$ cat src/rtl/pipe_sequencer_if.sv
// Pipeline sequencer control bundle.
//   master : sequencer side (takes hazard/event requests, drives pipeline controls)
//   slave  : pipeline side (raises requests, consumes controls)
// Ports carried:
//   s3_stall_req, redirect, redirect_pc, mdu_start, mdu_done, halt_req   (to sequencer)
//   freeze_front, freeze_s4a, bubble_s4a, bubble_s4b, flush_front,
//   pc_load, pc_load_value, mdu_kill, state, stall_timeout,
//   stall_cycles, redirect_count                                          (from sequencer)
interface pipe_sequencer_if #(
    parameter int unsigned WORD_W = 32
) ();
    localparam int unsigned STATE_W = 3;
    localparam int unsigned PERF_W  = 32;

    logic                s3_stall_req;
    logic                redirect;
    logic [WORD_W-1:0]   redirect_pc;
    logic                mdu_start;
    logic                mdu_done;
    logic                halt_req;

    logic                freeze_front;
    logic                freeze_s4a;
    logic                bubble_s4a;
    logic                bubble_s4b;
    logic                flush_front;
    logic                pc_load;
    logic [WORD_W-1:0]   pc_load_value;
    logic                mdu_kill;
    logic [STATE_W-1:0]  state;
    logic                stall_timeout;
    logic [PERF_W-1:0]   stall_cycles;
    logic [PERF_W-1:0]   redirect_count;

    modport master (
        input  s3_stall_req, redirect, redirect_pc, mdu_start, mdu_done, halt_req,
        output freeze_front, freeze_s4a, bubble_s4a, bubble_s4b, flush_front,
               pc_load, pc_load_value, mdu_kill, state, stall_timeout,
               stall_cycles, redirect_count
    );

    modport slave (
        output s3_stall_req, redirect, redirect_pc, mdu_start, mdu_done, halt_req,
        input  freeze_front, freeze_s4a, bubble_s4a, bubble_s4b, flush_front,
               pc_load, pc_load_value, mdu_kill, state, stall_timeout,
               stall_cycles, redirect_count
    );
endinterface

$ cat src/rtl/pipe_sequencer.sv
// Pipeline sequencer: arbitrates redirects, multi-cycle ops, load-use stalls and
// halt requests into freeze/bubble/flush controls for a s1..s3 / s4a / s4b pipe.
// Control outputs are combinational from the registered state and the inputs.
// Ports:
//   clock : rising-edge clock
//   reset : asynchronous active-low reset
//   bus   : pipe_sequencer_if.master control bundle
// Parameters:
//   REDIRECT_PENALTY (1..15)    : flush_front cycles per redirect
//   STALL_LIMIT      (1..65535) : consecutive frozen cycles that trip the watchdog
// Build option:
//   PIPE_PERF_COUNTERS_EN : builds saturating stall_cycles / redirect_count counters;
//                           when undefined both ports read 0.
module pipe_sequencer #(
    parameter int unsigned REDIRECT_PENALTY = 2,
    parameter int unsigned STALL_LIMIT      = 255
) (
    input  logic             clock,
    input  logic             reset,
    pipe_sequencer_if.master bus
);
    localparam int unsigned PEN_W  = 4;
    localparam int unsigned WD_W   = 16;

    typedef enum logic [2:0] {
        RUN      = 3'd0,
        MDU_WAIT = 3'd1,
        REDIRECT = 3'd2,
        HALTED   = 3'd3
    } state_e;

    state_e             state_q, state_d;
    logic [PEN_W-1:0]   pen_q, pen_d;
    logic [WD_W-1:0]    wd_q, wd_inc;
    logic               timeout_q;
    logic               redirect_v;
    logic               wd_run;

    // A redirect seen while reset is held must not reach the pipeline.
    assign redirect_v = bus.redirect & reset;

    // State and penalty counter registers.
    always_ff @(posedge clock or negedge reset) begin
        if (!reset) begin
            state_q <= RUN;
            pen_q   <= '0;
        end else begin
            state_q <= state_d;
            pen_q   <= pen_d;
        end
    end

    // Next state and control outputs; redirect pre-empts every other event.
    always_comb begin
        state_d            = state_q;
        pen_d              = pen_q;
        bus.freeze_front   = 1'b0;
        bus.freeze_s4a     = 1'b0;
        bus.bubble_s4a     = 1'b0;
        bus.bubble_s4b     = 1'b0;
        bus.flush_front    = 1'b0;
        bus.pc_load        = 1'b0;
        bus.pc_load_value  = '0;
        bus.mdu_kill       = 1'b0;

        if (redirect_v) begin
            bus.pc_load       = 1'b1;
            bus.pc_load_value = bus.redirect_pc;
            bus.flush_front   = 1'b1;
            bus.bubble_s4a    = 1'b1;
            bus.mdu_kill      = (state_q == MDU_WAIT);
            pen_d             = PEN_W'(REDIRECT_PENALTY - 1);
            state_d           = (REDIRECT_PENALTY > 1) ? REDIRECT : RUN;
        end else begin
            case (state_q)
                RUN: begin
                    if (bus.mdu_start) begin
                        state_d = MDU_WAIT;
                    end else if (bus.s3_stall_req) begin
                        bus.freeze_front = 1'b1;
                        bus.bubble_s4a   = 1'b1;
                    end else if (bus.halt_req) begin
                        state_d = HALTED;
                    end
                end
                MDU_WAIT: begin
                    if (bus.mdu_done) begin
                        state_d = RUN;
                    end else begin
                        bus.freeze_front = 1'b1;
                        bus.freeze_s4a   = 1'b1;
                        bus.bubble_s4b   = 1'b1;
                    end
                end
                REDIRECT: begin
                    // Leave on the edge where the counter reaches zero.
                    bus.flush_front = (pen_q != '0);
                    pen_d           = (pen_q != '0) ? pen_q - PEN_W'(1) : '0;
                    if (pen_q <= PEN_W'(1)) begin
                        state_d = RUN;
                    end
                    // Stall only matters once the flush is over.
                    if (bus.s3_stall_req && (pen_q == '0)) begin
                        bus.freeze_front = 1'b1;
                        bus.bubble_s4a   = 1'b1;
                    end
                end
                HALTED: begin
                    bus.freeze_front = 1'b1;
                    bus.bubble_s4a   = 1'b1;
                    if (!bus.halt_req) begin
                        state_d = RUN;
                    end
                end
                default: state_d = RUN;
            endcase
        end
    end

    assign bus.state = state_q;

    // Watchdog: counts consecutive frozen cycles, ignoring a deliberate halt.
    assign wd_run = bus.freeze_front && (state_q != HALTED);
    assign wd_inc = (wd_q == '1) ? wd_q : wd_q + WD_W'(1);

    always_ff @(posedge clock or negedge reset) begin
        if (!reset) begin
            wd_q      <= '0;
            timeout_q <= 1'b0;
        end else begin
            if (wd_run) begin
                wd_q <= wd_inc;
            end else if (!bus.freeze_front) begin
                wd_q <= '0;
            end
            if (wd_run && (wd_inc >= WD_W'(STALL_LIMIT))) begin
                timeout_q <= 1'b1;
            end
        end
    end

    assign bus.stall_timeout = timeout_q;

`ifdef PIPE_PERF_COUNTERS_EN
    localparam int unsigned PERF_W = 32;

    logic [PERF_W-1:0] stall_cnt_q;
    logic [PERF_W-1:0] redir_cnt_q;

    // Saturating performance counters.
    always_ff @(posedge clock or negedge reset) begin
        if (!reset) begin
            stall_cnt_q <= '0;
            redir_cnt_q <= '0;
        end else begin
            if (bus.freeze_front && (stall_cnt_q != '1)) begin
                stall_cnt_q <= stall_cnt_q + PERF_W'(1);
            end
            if (redirect_v && (redir_cnt_q != '1)) begin
                redir_cnt_q <= redir_cnt_q + PERF_W'(1);
            end
        end
    end

    assign bus.stall_cycles   = stall_cnt_q;
    assign bus.redirect_count = redir_cnt_q;
`else
    assign bus.stall_cycles   = '0;
    assign bus.redirect_count = '0;
`endif

endmodule

$ cat src/flat_wrapper.sv
// flat-port wrapper written by rule: the top's interface ports become plain ports
module pipe_sequencer_flat 
#(
    parameter int unsigned REDIRECT_PENALTY = 2,
    parameter int unsigned STALL_LIMIT      = 255
)
  (clock, reset, bus_s3_stall_req, bus_redirect, bus_redirect_pc, bus_mdu_start, bus_mdu_done, bus_halt_req, bus_freeze_front, bus_freeze_s4a, bus_bubble_s4a, bus_bubble_s4b, bus_flush_front, bus_pc_load, bus_pc_load_value, bus_mdu_kill, bus_state, bus_stall_timeout, bus_stall_cycles, bus_redirect_count);
  pipe_sequencer_if #(.WORD_W(32)) bus_i ();
  input  logic clock;
  input  logic reset;
  input wire logic [$bits(bus_i.s3_stall_req)-1:0] bus_s3_stall_req;
  input wire logic [$bits(bus_i.redirect)-1:0] bus_redirect;
  input wire logic [$bits(bus_i.redirect_pc)-1:0] bus_redirect_pc;
  input wire logic [$bits(bus_i.mdu_start)-1:0] bus_mdu_start;
  input wire logic [$bits(bus_i.mdu_done)-1:0] bus_mdu_done;
  input wire logic [$bits(bus_i.halt_req)-1:0] bus_halt_req;
  output wire logic [$bits(bus_i.freeze_front)-1:0] bus_freeze_front;
  output wire logic [$bits(bus_i.freeze_s4a)-1:0] bus_freeze_s4a;
  output wire logic [$bits(bus_i.bubble_s4a)-1:0] bus_bubble_s4a;
  output wire logic [$bits(bus_i.bubble_s4b)-1:0] bus_bubble_s4b;
  output wire logic [$bits(bus_i.flush_front)-1:0] bus_flush_front;
  output wire logic [$bits(bus_i.pc_load)-1:0] bus_pc_load;
  output wire logic [$bits(bus_i.pc_load_value)-1:0] bus_pc_load_value;
  output wire logic [$bits(bus_i.mdu_kill)-1:0] bus_mdu_kill;
  output wire logic [$bits(bus_i.state)-1:0] bus_state;
  output wire logic [$bits(bus_i.stall_timeout)-1:0] bus_stall_timeout;
  output wire logic [$bits(bus_i.stall_cycles)-1:0] bus_stall_cycles;
  output wire logic [$bits(bus_i.redirect_count)-1:0] bus_redirect_count;
  assign bus_i.s3_stall_req = bus_s3_stall_req;
  assign bus_i.redirect = bus_redirect;
  assign bus_i.redirect_pc = bus_redirect_pc;
  assign bus_i.mdu_start = bus_mdu_start;
  assign bus_i.mdu_done = bus_mdu_done;
  assign bus_i.halt_req = bus_halt_req;
  assign bus_freeze_front = bus_i.freeze_front;
  assign bus_freeze_s4a = bus_i.freeze_s4a;
  assign bus_bubble_s4a = bus_i.bubble_s4a;
  assign bus_bubble_s4b = bus_i.bubble_s4b;
  assign bus_flush_front = bus_i.flush_front;
  assign bus_pc_load = bus_i.pc_load;
  assign bus_pc_load_value = bus_i.pc_load_value;
  assign bus_mdu_kill = bus_i.mdu_kill;
  assign bus_state = bus_i.state;
  assign bus_stall_timeout = bus_i.stall_timeout;
  assign bus_stall_cycles = bus_i.stall_cycles;
  assign bus_redirect_count = bus_i.redirect_count;
  pipe_sequencer #(.REDIRECT_PENALTY(REDIRECT_PENALTY), .STALL_LIMIT(STALL_LIMIT)) u_core (.clock(clock), .reset(reset), .bus(bus_i));
endmodule
$ cat config.mk
export PLATFORM = sky130hd
export DESIGN_NAME = pipe_sequencer_flat
export DESIGN_NICKNAME = d
export VERILOG_FILES = /design/src/rtl/pipe_sequencer_if.sv /design/src/rtl/pipe_sequencer.sv /design/src/flat_wrapper.sv
export SDC_FILE = /design/constraint.sdc
export NUM_CORES = 1
export LEC_CHECK = 0
export BUFFER_PORTS_ARGS = -buffer_cell sky130_fd_sc_hd__buf_2
export CAP_MARGIN = 20
export CELL_PAD_IN_SITES_DETAIL_PLACEMENT = 1
export CELL_PAD_IN_SITES_GLOBAL_PLACEMENT = 1
export CORE_MARGIN = 2
export CORE_UTILIZATION = 30
export DETAILED_ROUTE_END_ITERATION = 6
export PLACE_DENSITY_LB_ADDON = 0.25
export SYNTH_ARGS = -nofsm -noshare
export SYNTH_HDL_FRONTEND = slang
export SYNTH_SLANG_ARGS = --single-unit
$ cat constraint.sdc
create_clock -name clock -period 3.17 [get_ports clock]
set_clock_uncertainty 0.1 [all_clocks]
set_input_delay 0.634 -clock clock [delete_from_list [all_inputs] [get_ports clock]]
set_output_delay 0.634 -clock clock [all_outputs]
set_load 0.05 [all_outputs]
---- Word-level counts from Yosys, hierarchy flattened ----
Index checks and enable logic that the tools add are counted.
operators by class
  magnitude comparators ................... 2
  reductions and logical operators ........ 8
  mux-type cells .......................... 29
  bitwise gates (word level) .............. 1
  shift operators ......................... 0
  div/mod/pow operators ................... 0
  eq/ne operators ......................... 11
  multipliers ............................. 0
  add/sub/neg operators ................... 2
operator list
  kind                                                    number
  2-to-1 mux 16 bit                                       3
  2-to-1 mux 32 bit                                       1
  2-to-1 mux 3 bit                                        7
  adder 16 x 1 -> 16 bit (second input constant)          1
  == test 16 bit (second input constant)                  1
  >= comparator 16 x 8 -> 1 bit (second input constant)   1
  2-to-1 mux 1 bit                                        12
  2-to-1 mux 4 bit                                        3
  one-hot mux 3 bit (4 select lines)                      1
  inequality test 3 x 2 -> 1 bit (second input constant)  3
  inequality test 4 x 3 -> 1 bit (second input constant)  2
  == test 3 x 2 -> 1 bit (second input constant)          2
  AND reduction 5 bit                                     1
  <= comparator 4 x 1 -> 1 bit (second input constant)    1
  zero test 4 bit                                         1
  one-hot mux 1 bit (4 select lines)                      1
  nonzero test 4 bit                                      1
  subtractor 4 x 1 -> 4 bit (second input constant)       1
  == test 3 x 1 -> 1 bit (second input constant)          1
  logical AND 1 bit                                       3
  zero test 3 bit                                         1
  inequality test 3 x 1 -> 1 bit (second input constant)  1
  one-hot mux 1 bit (3 select lines)                      1
  inequality test 2 bit (second input constant)           1
  other kinds (2)                                         2
storage, ports and cells
  input bits .............................. 39
  word-level logic and storage cells ...... 57
  bits in registers ....................... 24
  memories ................................ 0
  RAM bits ................................ 0
  memory bits (read-only) ................. 0
  latch bits .............................. 0

---- Depth between registers and ports, before layout ----
Gate-level depths: netlist of the first run.
  depth after elaboration ................. 7
  gate-level depth with buffers ........... 8
  mapped depth without buffers ............ 7

---- Worst setup path after synthesis of the first run ----
No wires, ideal clock.
  kind .................................... input-to-output
  start ................................... input port bus_redirect
  end ..................................... output port bus_freeze_s4a
  data arrival time ....................... 2.452 ns
  cell stages on the path ................. 4
  slack ................................... -0.016 ns
  buffers on the path ..................... 1
  data required time ...................... 2.436 ns
  cells stage by stage .................... nand2_1 clkinv_1 nor2_1 buf_4
on the way
  longest elaborated chain between the ends .. 2
RTL lines
  element            RTL line              text
  from (decl)        flat_wrapper.sv:12    input wire logic [$bits(bus_i.redirect)-1:0] bus_redirect;
  bitwise AND 1 bit  pipe_sequencer.sv:40  assign redirect_v = bus.redirect & reset;
  2-to-1 mux 1 bit   n/a
  to (decl)          flat_wrapper.sv:18    output wire logic [$bits(bus_i.freeze_s4a)-1:0] bus_freeze_s4a;
No other way between the ends.

---- Worst setup path after layout of the first run ----
  start ................................... register u_core.state_q[1], in the netlist u_core.bus.state[1]
  end ..................................... output port bus_freeze_front
on the way
  longest elaborated chain between the ends .. 3
RTL lines
  element                                         RTL line              text
  from (decl)                                     pipe_sequencer.sv:32  state_e state_q, state_d;
  from (signal assigned)                          pipe_sequencer.sv:48  state_q <= state_d;
  == test 3 x 2 -> 1 bit (tied with other cells)  pipe_sequencer.sv:75  case (state_q)
  one-hot mux 1 bit (4 select lines) (*)          pipe_sequencer.sv:75
  2-to-1 mux 1 bit (*)                            pipe_sequencer.sv:66  if (redirect_v) begin
  to (decl)                                       flat_wrapper.sv:17    output wire logic [$bits(bus_i.freeze_front)-1:0] bus_freeze_front;
Every way passes the cells marked *; elsewhere a longest branch is shown, timed or not.

==> results of run 1 <==
power groups by stage:
stage | combinational, mW | clock (mW) | sequential (mW)
floorplan | 0.441 | 0 | 0.334
global placement | 0.460 | 0 | 0.330
detailed placement | 0.465 | 0 | 0.331
CTS | 0.466 | 0.198 | 0.326
global route | 0.491 | 0.208 | 0.330
finish | 0.464 | 0.188 | 0.326
flip-flops by register name, summed over array words and instances (netlist names):
| signal | cells |
|---|---|
| u_core.wd_q | 16 |
| u_core.pen_q | 4 |
| u_core.bus.state | 2 |
| u_core.bus.stall_timeout | 1 |
cell families (layout without fill, tap and decap cells):
| kind of cell | Yosys count | in the layout |
|---|---|---|
| AO/OA/AOI/OAI | 66 | 66 |
| flip-flops | 23 | 23 |
| other | 1 | 65 |
| multiplexers | 2 | 2 |
| buffers and inverters | 89 | 94 |
| adder cells (fa/ha/maj) | 1 | 1 |
| XOR/XNOR | 3 | 3 |
| AND/OR/NAND/NOR | 117 | 117 |
how the worst max path moves through the flow:
stage                                   start                       end  cells after the start
after floorplan           u_core.bus.state[1]          bus_freeze_front                      5
after global placement                  reset          bus_freeze_front                      5
after detailed placement       u_core.wd_q[0]  u_core.bus.stall_timeout                      7
after CTS                 u_core.bus.state[1]          bus_freeze_front                      5
after global routing      u_core.bus.state[1]          bus_freeze_front                      5
final                     u_core.bus.state[1]          bus_freeze_front                      5
area by class of cell:
class / instances / area [sq um]
fill: 1026 / 5087
inverter: 5 / 18.77
sequential: 23 / 575.6
timing repair buffer: 85 / 437.9
multi-input combinational: 254 / 1395
tap: 102 / 127.6
clock buffer: 4 / 45.04
routing by layer:
metal	GRT usage [%]	vias up	share of wire, %
li1	-	1087	-
met1	18.61	1095	42
met2	27.25	70	51
met3	2.034	8	4.6
met4	3.309	0	1.4
met5	0	-	0
through the flow:
step,std cells,instance area (sq um),hold WS [ns]
after global routing,473,2600,0.1500
after global placement,469,2555,0.4429
final,473,2600,0.1436
after CTS,473,2600,0.1518
after floorplan,366,2605,0.2384
after detailed placement,469,2555,0.4399
synth_stat cells (7+ instances only):
| library cell | number |
|---|---|
| buf_4 | 66 |
| and3_1 | 33 |
| dfrtp_1 | 23 |
| o21ai_0 | 20 |
| nor2_1 | 19 |
| a21oi_1 | 18 |
| nand2_1 | 13 |
| nand3_1 | 11 |
| a31oi_1 | 9 |
| clkbuf_1 | 9 |
| nor3_1 | 9 |
| nor4_1 | 7 |
==> metrics.cfg, run 1 <==
[run_status]
outcome = completed

[clocking]
cts_hold_buf = 0
htreeDepth = 1
cts_root_buf = clkbuf_8
clkSlewWorstSetupHoldPaths_ns = 0.09
clk_latency_ns = 0.26
numClockSinks = 23
post_cts_buffers = 0
clockBufferDepth = 2
cts_buffers = 3
cts_tree = built
ctsResizeCount = 0

[synthesis]
synth_top_cell_by_area = dfrtp_1
yosys_warnings = 0
synth-simple-area-share_pct = 28.60
synthXorXnorAreaFrac_pct = 1.112
seq_area_frac_synth_pct = 24.36
synth_edf_count = 0
synth_mux_area_share_pct = 1.059
syn_avg_cell_area_sq_um = 7.822
async_flop_share_pct = 100.0
synthTopCellsByArea = dfrtp_1 (24%), buf_4 (21%), and3_1 (8.7%)
synth_area_sq_um = 2362
synth_top_area_share_pct = 24.36
ys.flop_type = dfrtp_1
synth_seq_cells = 23
synthAdderAreaFrac_pct = 0.5297
synth_cell_types = 57
synth_cells = 302
synth_top_family_by_area = simple AND/OR/NAND/NOR gates
synth_compound_area_share_pct = 17.32

[critical_path]
timing.rr.end = u_core.bus.stall_timeout
worstSetupEndpointType = primary output
path_cells = or3b_1, o32ai_1, nand2_1, a31oi_1, buf_2
reg2reg_from = u_core.wd_q[0]
critPathArrivalTime_ns = 2.17
r2r_cells = 7
cp_top_family = simple AND/OR/NAND/NOR gates
path_buf_inv = 1
path_max_fanout = 13
crit_path_start_kind = flip-flop
critical_path_required_ns = 2.44
crit_type = flip-flop to primary output
slowest_delay_ns = 0.58
slowest_stage = dfrtp_1
rrSetupSlack_ns = 0.44

[sta]
final.setup.tns_ns = 0
slew_headroom_pct = 52.95
finalWorstSetupSlack_ns = 0.2628
grt_setup_unrepaired = no
worstMarginPinSlew_ns = 0.7032
slew_violations = 0
max_freq_mhz = 344.0
finalCritPeriodShare_pct = 91.71
finalHoldViolations = 0
min_period_ns = 2.907
finalSetupViolCount = 0

[grt]
grt_pass1_vias = 2113
grt_max_degree = 34
grt_pass1_wl_microns = 10520
antenna_found_initial = 0
gr-total-overflow = 0
globalRouteTotalUtil_pct = 14.92

[power_and_ir_drop]
p_leak_nw = 1.383
pwr-share-seq_pct = 33.4
power.total_uw = 978.1
max-vdd-ir-drop_uv = 136.2
pwr-share-comb_pct = 47.4
switchingPower_uw = 501.2
clkPwrFrac_pct = 19.2
p_int_uw = 476.9
power_density_nw_per_um2 = 376.2
sw_frac_of_total_pct = 51.24

[route]
wl_microns = 6719
via_count = 2260
detail-route-antenna-nets = 0
routed_via_density = 4.778
drt_iter0_markers = 65
wl_per_cell_microns = 14.21
drcViolationCount = 0
drtPass1Iterations = 4

[floorplanning]
fp.dieW_microns = 92.74
coreArea_sq_um = 7687
start_util_pct = 30.73
fp-row-count = 32
die_y_microns = 92.74
die_area_sq_um = 8600
num_io_pins = 146

[layout]
fin_util_pct = 33.82
syn_to_final_growth_pct = 10.06
n_antenna_cell = 0
drive_above_1_share_pct = 26.95
final_common_cell = buf_2
nNetsFinal = 412
final_cell_mix = buf_2 (80), conb_1 (65), and3_1 (33)

[place]
pre_cts_slack_ns = 0.4681
globalplace.congestion = 0.8516
hpwl_microns = 5227
portBuffers = 80

[job]
max_cap_violations = 0

[min_path]
hp-class = primary input to asynchronous set/reset pin

Power figures use the tool's default switching activity.
==> run 2, diff against run 1 <==
--- a/config.mk
+++ b/config.mk
@@ -8,11 +8,12 @@
 export BUFFER_PORTS_ARGS = -buffer_cell sky130_fd_sc_hd__buf_2
 export CAP_MARGIN = 20
 export CELL_PAD_IN_SITES_DETAIL_PLACEMENT = 1
-export CELL_PAD_IN_SITES_GLOBAL_PLACEMENT = 1
+export CELL_PAD_IN_SITES_GLOBAL_PLACEMENT = 2
 export CORE_MARGIN = 2
-export CORE_UTILIZATION = 30
+export CORE_UTILIZATION = 22
 export DETAILED_ROUTE_END_ITERATION = 6
 export PLACE_DENSITY_LB_ADDON = 0.25
+export SLEW_MARGIN = 20
 export SYNTH_ARGS = -nofsm -noshare
 export SYNTH_HDL_FRONTEND = slang
 export SYNTH_SLANG_ARGS = --single-unit
==> run 2 against run 1 <==
Sequential power hardly changed. Final cell count is 7.2% higher. Register-to-register slack about the same. Sequential cell count stayed put. Sequential share of layout area fell by 0.36 points. Worst hold slack improved by 0.094 ns. Critical path depth is the same. Critical endpoint unchanged. Via count fell by 2.8%.
==> metrics.cfg, run 2 (same netlist as run 1, synthesis figures left out) <==
[layout]
nNetsFinal = 412  ; unchanged
fin_util_pct = 25.48  ; -8.3 points
drive_above_1_share_pct = 26.95  ; unchanged
final_common_cell = buf_2
largest_reg_flops = 16  ; unchanged
syn_to_final_growth_pct = 11.86
n_antenna_cell = 0  ; unchanged
final_cell_mix = buf_2 (80), conb_1 (65), and3_1 (33)
top_register = u_core.wd_q

[floorplanning]
coreArea_sq_um = 10370  ; +35%
fp.dieW_microns = 107.6  ; +16%
fp-row-count = 37  ; +16%
num_io_pins = 146  ; unchanged
start_util_pct = 22.78  ; -7.9 points
die_y_microns = 107.6  ; +16%
die_area_sq_um = 11580  ; +35%

[clocking]
ctsResizeCount = 0  ; unchanged
cts_hold_buf = 0  ; unchanged
htreeDepth = 1  ; unchanged
cts_buffers = 3  ; unchanged
cts_root_buf = clkbuf_8
clk_latency_ns = 0.27  ; about the same
post_cts_buffers = 0  ; unchanged
clkSlewWorstSetupHoldPaths_ns = 0.10  ; about the same
clockBufferDepth = 2  ; unchanged
cts_tree = built
numClockSinks = 23  ; unchanged

[route]
drcViolationCount = 0  ; unchanged
via_count = 2196  ; -2.8%
drt_iter0_markers = 107  ; +65%
drtPass1Iterations = 4  ; unchanged
routed_via_density = 4.331  ; -9.3%
wl_per_cell_microns = 13.38  ; -5.8%
wl_microns = 6785  ; +0.98%
detail-route-antenna-nets = 0  ; unchanged

[grt]
globalRouteTotalUtil_pct = 11.57  ; -3.3 points
antenna_found_initial = 0  ; unchanged
grt_pass1_wl_microns = 10800  ; +2.7%
gr-total-overflow = 0  ; unchanged
grt_pass1_vias = 2057  ; -2.7%
grt_max_degree = 44  ; +29%

[critical_path]
crit_path_start_kind = flip-flop
worstSetupEndpointType = primary output
critPathArrivalTime_ns = 2.13  ; -0.04 ns
critical_path_required_ns = 2.44  ; about the same
crit_type = flip-flop to primary output
path_max_fanout = 13  ; unchanged

[power_and_ir_drop]
power_density_nw_per_um2 = 372.7  ; -0.94%
p_leak_nw = 1.383  ; about the same
max-vdd-ir-drop_uv = 114.0  ; -16%

[sta]
finalSetupViolCount = 0  ; unchanged
worstMarginPinSlew_ns = 0.5349  ; -0.1683 ns
finalCritPeriodShare_pct = 90.21  ; -1.5 points
max_freq_mhz = 349.7  ; +1.7%
final.setup.tns_ns = 0  ; unchanged
finalHoldViolations = 0  ; unchanged
grt_setup_unrepaired = no
slew_headroom_pct = 64.26  ; +11 points
slew_violations = 0  ; unchanged
min_period_ns = 2.860  ; -0.04747 ns

[min_path]
hp-class = primary input to asynchronous set/reset pin

[place]
hpwl_microns = 5274  ; +0.90%
portBuffers = 80  ; unchanged
globalplace.congestion = 0.7574  ; -11%

[run_status]
outcome = completed

[job]
max_cap_violations = 0  ; unchanged

-- run 2: power by group --
part	total (mW)	switching [mW]	internal, mW
clock network	0.198	0.108	0.0901
logic	0.462	0.378	0.0836
registers	0.325	0.0216	0.304
total	0.985	0.507	0.477
-- run 2: cell type report --
type                       count  area (sq um)
inverter                       5         18.77
timing repair buffer          85         437.9
clock buffer                   4         45.04
sequential                    23         575.6
fill                        1319          7727
multi-input combinational    254          1395
tap                          136         170.2
-- run 2: worst max-delay path, cell delays in order (launching register included) --
cell     delay [ns]
dfrtp_1        0.57
or3b_1         0.50
o32ai_1        0.21
nand2_1        0.13
a31oi_1        0.17
buf_2          0.29
-- run 2: final timing paths --
path	start	endpoint	slack, ns	cells after the start
setup / recovery	u_core.bus.state[1]	bus_freeze_front	0.31	5
hold / removal	reset	u_core.wd_q[6]	0.24	2
setup reg to reg	u_core.wd_q[0]	u_core.bus.stall_timeout	0.43	7
hold reg to reg	u_core.pen_q[0]	u_core.pen_q[0]	0.43	2
max in group asynchronous	reset	u_core.bus.state[1]	2.38	2
min in group clock	u_core.pen_q[0]	u_core.pen_q[0]	0.43	2
-- run 2: through the flow --
step / std cells / cell area, sq um / worst slack, ns / total power, mW / hold WS (ns)
2_1_floorplan: 366 / 2605 / 0.1148 / 0.7742 / 0.2384
3_3_place_gp: 503 / 2597 / 0.4280 / 0.7952 / 0.4076
5_1_grt: 507 / 2643 / 0.1384 / 1.039 / 0.2704
6_report: 507 / 2643 / 0.3103 / 0.9848 / 0.2376
3_5_place_dp: 503 / 2597 / 0.4360 / 0.7951 / 0.4190
4_1_cts: 507 / 2643 / 0.2795 / 0.9974 / 0.2678
-- run 2: routing by layer --
layer | wire length (microns) | global-route usage (%)
met1 | 2899 | 13.95
met2 | 3528 | 21.83
met3 | 304 | 1.332
met4 | 53 | 2.473
met5 | 0 | 0
==> run 3, diff against run 2 <==
--- a/config.mk
+++ b/config.mk
@@ -5,12 +5,13 @@
 export SDC_FILE = /design/constraint.sdc
 export NUM_CORES = 1
 export LEC_CHECK = 0
+export ABC_AREA = 1
 export BUFFER_PORTS_ARGS = -buffer_cell sky130_fd_sc_hd__buf_2
 export CAP_MARGIN = 20
 export CELL_PAD_IN_SITES_DETAIL_PLACEMENT = 1
 export CELL_PAD_IN_SITES_GLOBAL_PLACEMENT = 2
 export CORE_MARGIN = 2
-export CORE_UTILIZATION = 22
+export CORE_UTILIZATION = 21
 export DETAILED_ROUTE_END_ITERATION = 6
 export PLACE_DENSITY_LB_ADDON = 0.25
 export SLEW_MARGIN = 20
==> run 3 against run 2 <==
Routed wire length rose by 2.3%. Combinational power rose by 71%. Largest power group unchanged. Via count rose by 6.3%. Critical path depth rose by 3. Critical endpoint unchanged. Highest routed layer is now met5.
==> metrics.cfg, run 3 <==
[place]
portBuffers = 80  ; unchanged
hpwl_microns = 5581  ; +5.8%
globalplace.congestion = 0.7071  ; -6.6%
pre_cts_slack_ns = 0.5690  ; +0.1330 ns

[clocking]
clk_latency_ns = 0.28  ; about the same
cts_tree = built
post_cts_buffers = 0  ; unchanged
cts_buffers = 3  ; unchanged
clockBufferDepth = 2  ; unchanged
numClockSinks = 23  ; unchanged
cts_hold_buf = 0  ; unchanged
ctsResizeCount = 0  ; unchanged
cts_root_buf = clkbuf_8
htreeDepth = 1  ; unchanged
clkSlewWorstSetupHoldPaths_ns = 0.10  ; about the same

[grt]
globalRouteTotalUtil_pct = 11.49  ; -0.079 points
grt_pass1_vias = 2257  ; +9.7%
gr-total-overflow = 0  ; unchanged
grt_pass1_wl_microns = 10990  ; +1.8%
antenna_found_initial = 1  ; +1
grt_max_degree = 28  ; -36%

[critical_path]
worstSetupEndpointType = primary output
cp_common_cell = nor2_1
slowest_stage = dfrtp_1
critPathArrivalTime_ns = 1.86  ; -0.27 ns
rrSetupSlack_ns = 0.97  ; +0.54 ns
path_max_fanout = 5  ; -8
critical_path_required_ns = 2.44  ; about the same
crit_path_start_kind = flip-flop
crit_type = flip-flop to primary output
path_cells = nor2_1, nand2_1, nor2_1, nand3_1, nand2_1, nor2_1, a21oi_4, buf_2
slowest_delay_ns = 0.45  ; -0.12 ns

[route]
routed_via_density = 3.931  ; -9.2%
via_count = 2335  ; +6.3%
drt_iter0_markers = 74  ; -31%
maxUsedRoutingLayer = met5
detail-route-antenna-nets = 0  ; unchanged
wl_met2_microns = 3459  ; -2.0%
wirelength_met1_microns = 2998  ; +3.4%
wl_microns = 6940  ; +2.3%
drcViolationCount = 0  ; unchanged
drtPass1Iterations = 3  ; -1
wl_met3_microns = 438  ; +44%
wl_per_cell_microns = 11.68  ; -13%

[floorplanning]
die_area_sq_um = 12120  ; +4.6%
start_util_pct = 21.71  ; -1.1 points
die_y_microns = 110.1  ; +2.3%
fp-row-count = 38  ; +2.7%
num_io_pins = 146  ; unchanged
coreArea_sq_um = 10890  ; +5.0%
fp.dieW_microns = 110.1  ; +2.3%

[power_and_ir_drop]
power.total_mw = 1.386  ; +41%
p_leak_nw = 1.623  ; +17%
max-vdd-ir-drop_uv = 261.4  ; +130%
power_density_nw_per_um2 = 508.0  ; +36%

[run_status]
outcome = completed

[layout]
largest_reg_flops = 16  ; unchanged
final.fill_count = 1438  ; +9.0%
final_common_cell = buf_2
final_cell_mix = buf_2 (80), nand2_1 (67), inv_1 (65), conb_1 (65), nor2_1 (63)
syn_to_final_growth_pct = 15.46
n_antenna_cell = 0  ; unchanged
nNetsFinal = 495  ; +20%
drive_above_1_share_pct = 22.69  ; -4.3 points
top_register = u_core.wd_q

[sta]
worstMarginPinSlew_ns = 0.7204  ; +0.1855 ns
finalCritPeriodShare_pct = 81.96  ; -8.3 points
finalHoldViolations = 0  ; unchanged
grt_setup_unrepaired = no
min_period_ns = 2.598  ; -0.2616 ns
finalSetupViolCount = 0  ; unchanged
finalWorstSetupSlack_ns = 0.5719  ; +0.2616 ns
slew_violations = 0  ; unchanged
slew_headroom_pct = 51.84  ; -12 points
fin_hold_ws_ns = 0.2835  ; +0.04592 ns
final.setup.tns_ns = 0  ; unchanged
max_freq_mhz = 384.9  ; +10%

[synthesis]
yosysMostFrequentCell = nand2_1
syn_avg_cell_area_sq_um = 6.303  ; -19%
synth_area_sq_um = 2364  ; about the same
synth_seq_cells = 23  ; unchanged
synthTopCellsByCount = nand2_1 (67), buf_4 (66), inv_1 (65), nor2_1 (63), dfrtp_1 (23)
synth_top_area_share_pct = 24.35  ; about the same
synthTopCellsByArea = dfrtp_1 (24%), buf_4 (21%), nand2_1 (11%)
synth_edf_count = 0  ; unchanged
yosys_warnings = 0  ; unchanged
synth_cell_types = 27  ; -53%
seq_area_frac_synth_pct = 24.35  ; about the same
ys.flop_type = dfrtp_1
async_flop_share_pct = 100.0  ; unchanged
synth_top_cell_by_area = dfrtp_1
synth_cells = 375  ; +24%

[job]
max_cap_violations = 0  ; unchanged

[min_path]
hp-class = primary input to asynchronous set/reset pin

run 3: cell count changes in the layout (fill, tap and decap cells not counted), moves of 7 or more:
| cell | delta |
|---|---|
| nor4_1 | -7 |
| inv_1 | +61 |
| nor2_1 | +45 |
| and3_1 | -33 |
| o22ai_1 | +8 |
| a31oi_1 | -9 |
| a21oi_1 | -10 |
| nand2_1 | +54 |
| nand3_1 | +10 |
run 3: cells by family after synthesis:
family                   Yosys count  synth area share (%)
AO/OA/AOI/OAI                     34                 8.206
XOR/XNOR                           3                 1.112
adder cells (fa/ha/maj)            1                0.5293
buffers and inverters            138                 32.72
flip-flops                        23                 24.35
other                              1                0.1587
AND/OR/NAND/NOR                  175                 32.93
run 3: path summary, 6_finish.rpt:
kind	start	end	depth (start not counted)
setup / recovery	u_core.pen_q[0]	bus_freeze_front	8
hold / removal	reset	u_core.wd_q[15]	2
setup reg to reg	u_core.wd_q[0]	u_core.bus.stall_timeout	14
hold reg to reg	u_core.bus.stall_timeout	u_core.bus.stall_timeout	2
max in group asynchronous	reset	u_core.wd_q[0]	2
min in group clock	u_core.bus.stall_timeout	u_core.bus.stall_timeout	2
run 3: layer usage:
metal / up-vias / track usage (%)
met5: - / 0
met3: 4 / 2.587
li1: 1163 / -
met1: 1092 / 14.04
met4: 2 / 1.339
met2: 74 / 21.12
run 3: stage by stage:
stage	cell area (sq um)	util [%]	std cells
3_3_place_gp	2680	24.62	590
5_1_grt	2729	25.06	594
6_report	2729	25.06	594
3_5_place_dp	2680	24.62	590
4_1_cts	2729	25.06	594
2_1_floorplan	2604	-	439
run 3: critical path: cells and delay by family, from the launching register on:
| kind | cells | cell delay, ns |
|---|---|---|
| AOI/OAI and AO/OA | 1 | 0.16 |
| buffers and inverters | 1 | 0.29 |
| DFF | 1 | 0.45 |
| and+or+nand+nor | 6 | 0.67 |
run 3: layout make-up:
| type | instances | area [sq um] | share of cell area [%] |
|---|---|---|---|
| multi-input cells | 278 | 1255 | 45.99 |
| flip-flops and latches | 23 | 575.6 | 21.09 |
| repair buffers | 82 | 415.4 | 15.22 |
| inverters | 67 | 259.0 | 9.491 |
| well taps | 140 | 175.2 | 6.419 |
| clock buffers | 3 | 41.29 | 1.513 |
| clock inverters | 1 | 7.507 | 0.2751 |
run 3: where the power goes:
part	switching [mW]	internal [mW]	leakage [nW]	total, mW
combinational	0.635	0.156	1.29	0.791
sequential	0.0577	0.327	0.308	0.384
clock	0.121	0.0895	0.0217	0.211
total	0.814	0.572	1.62	1.39
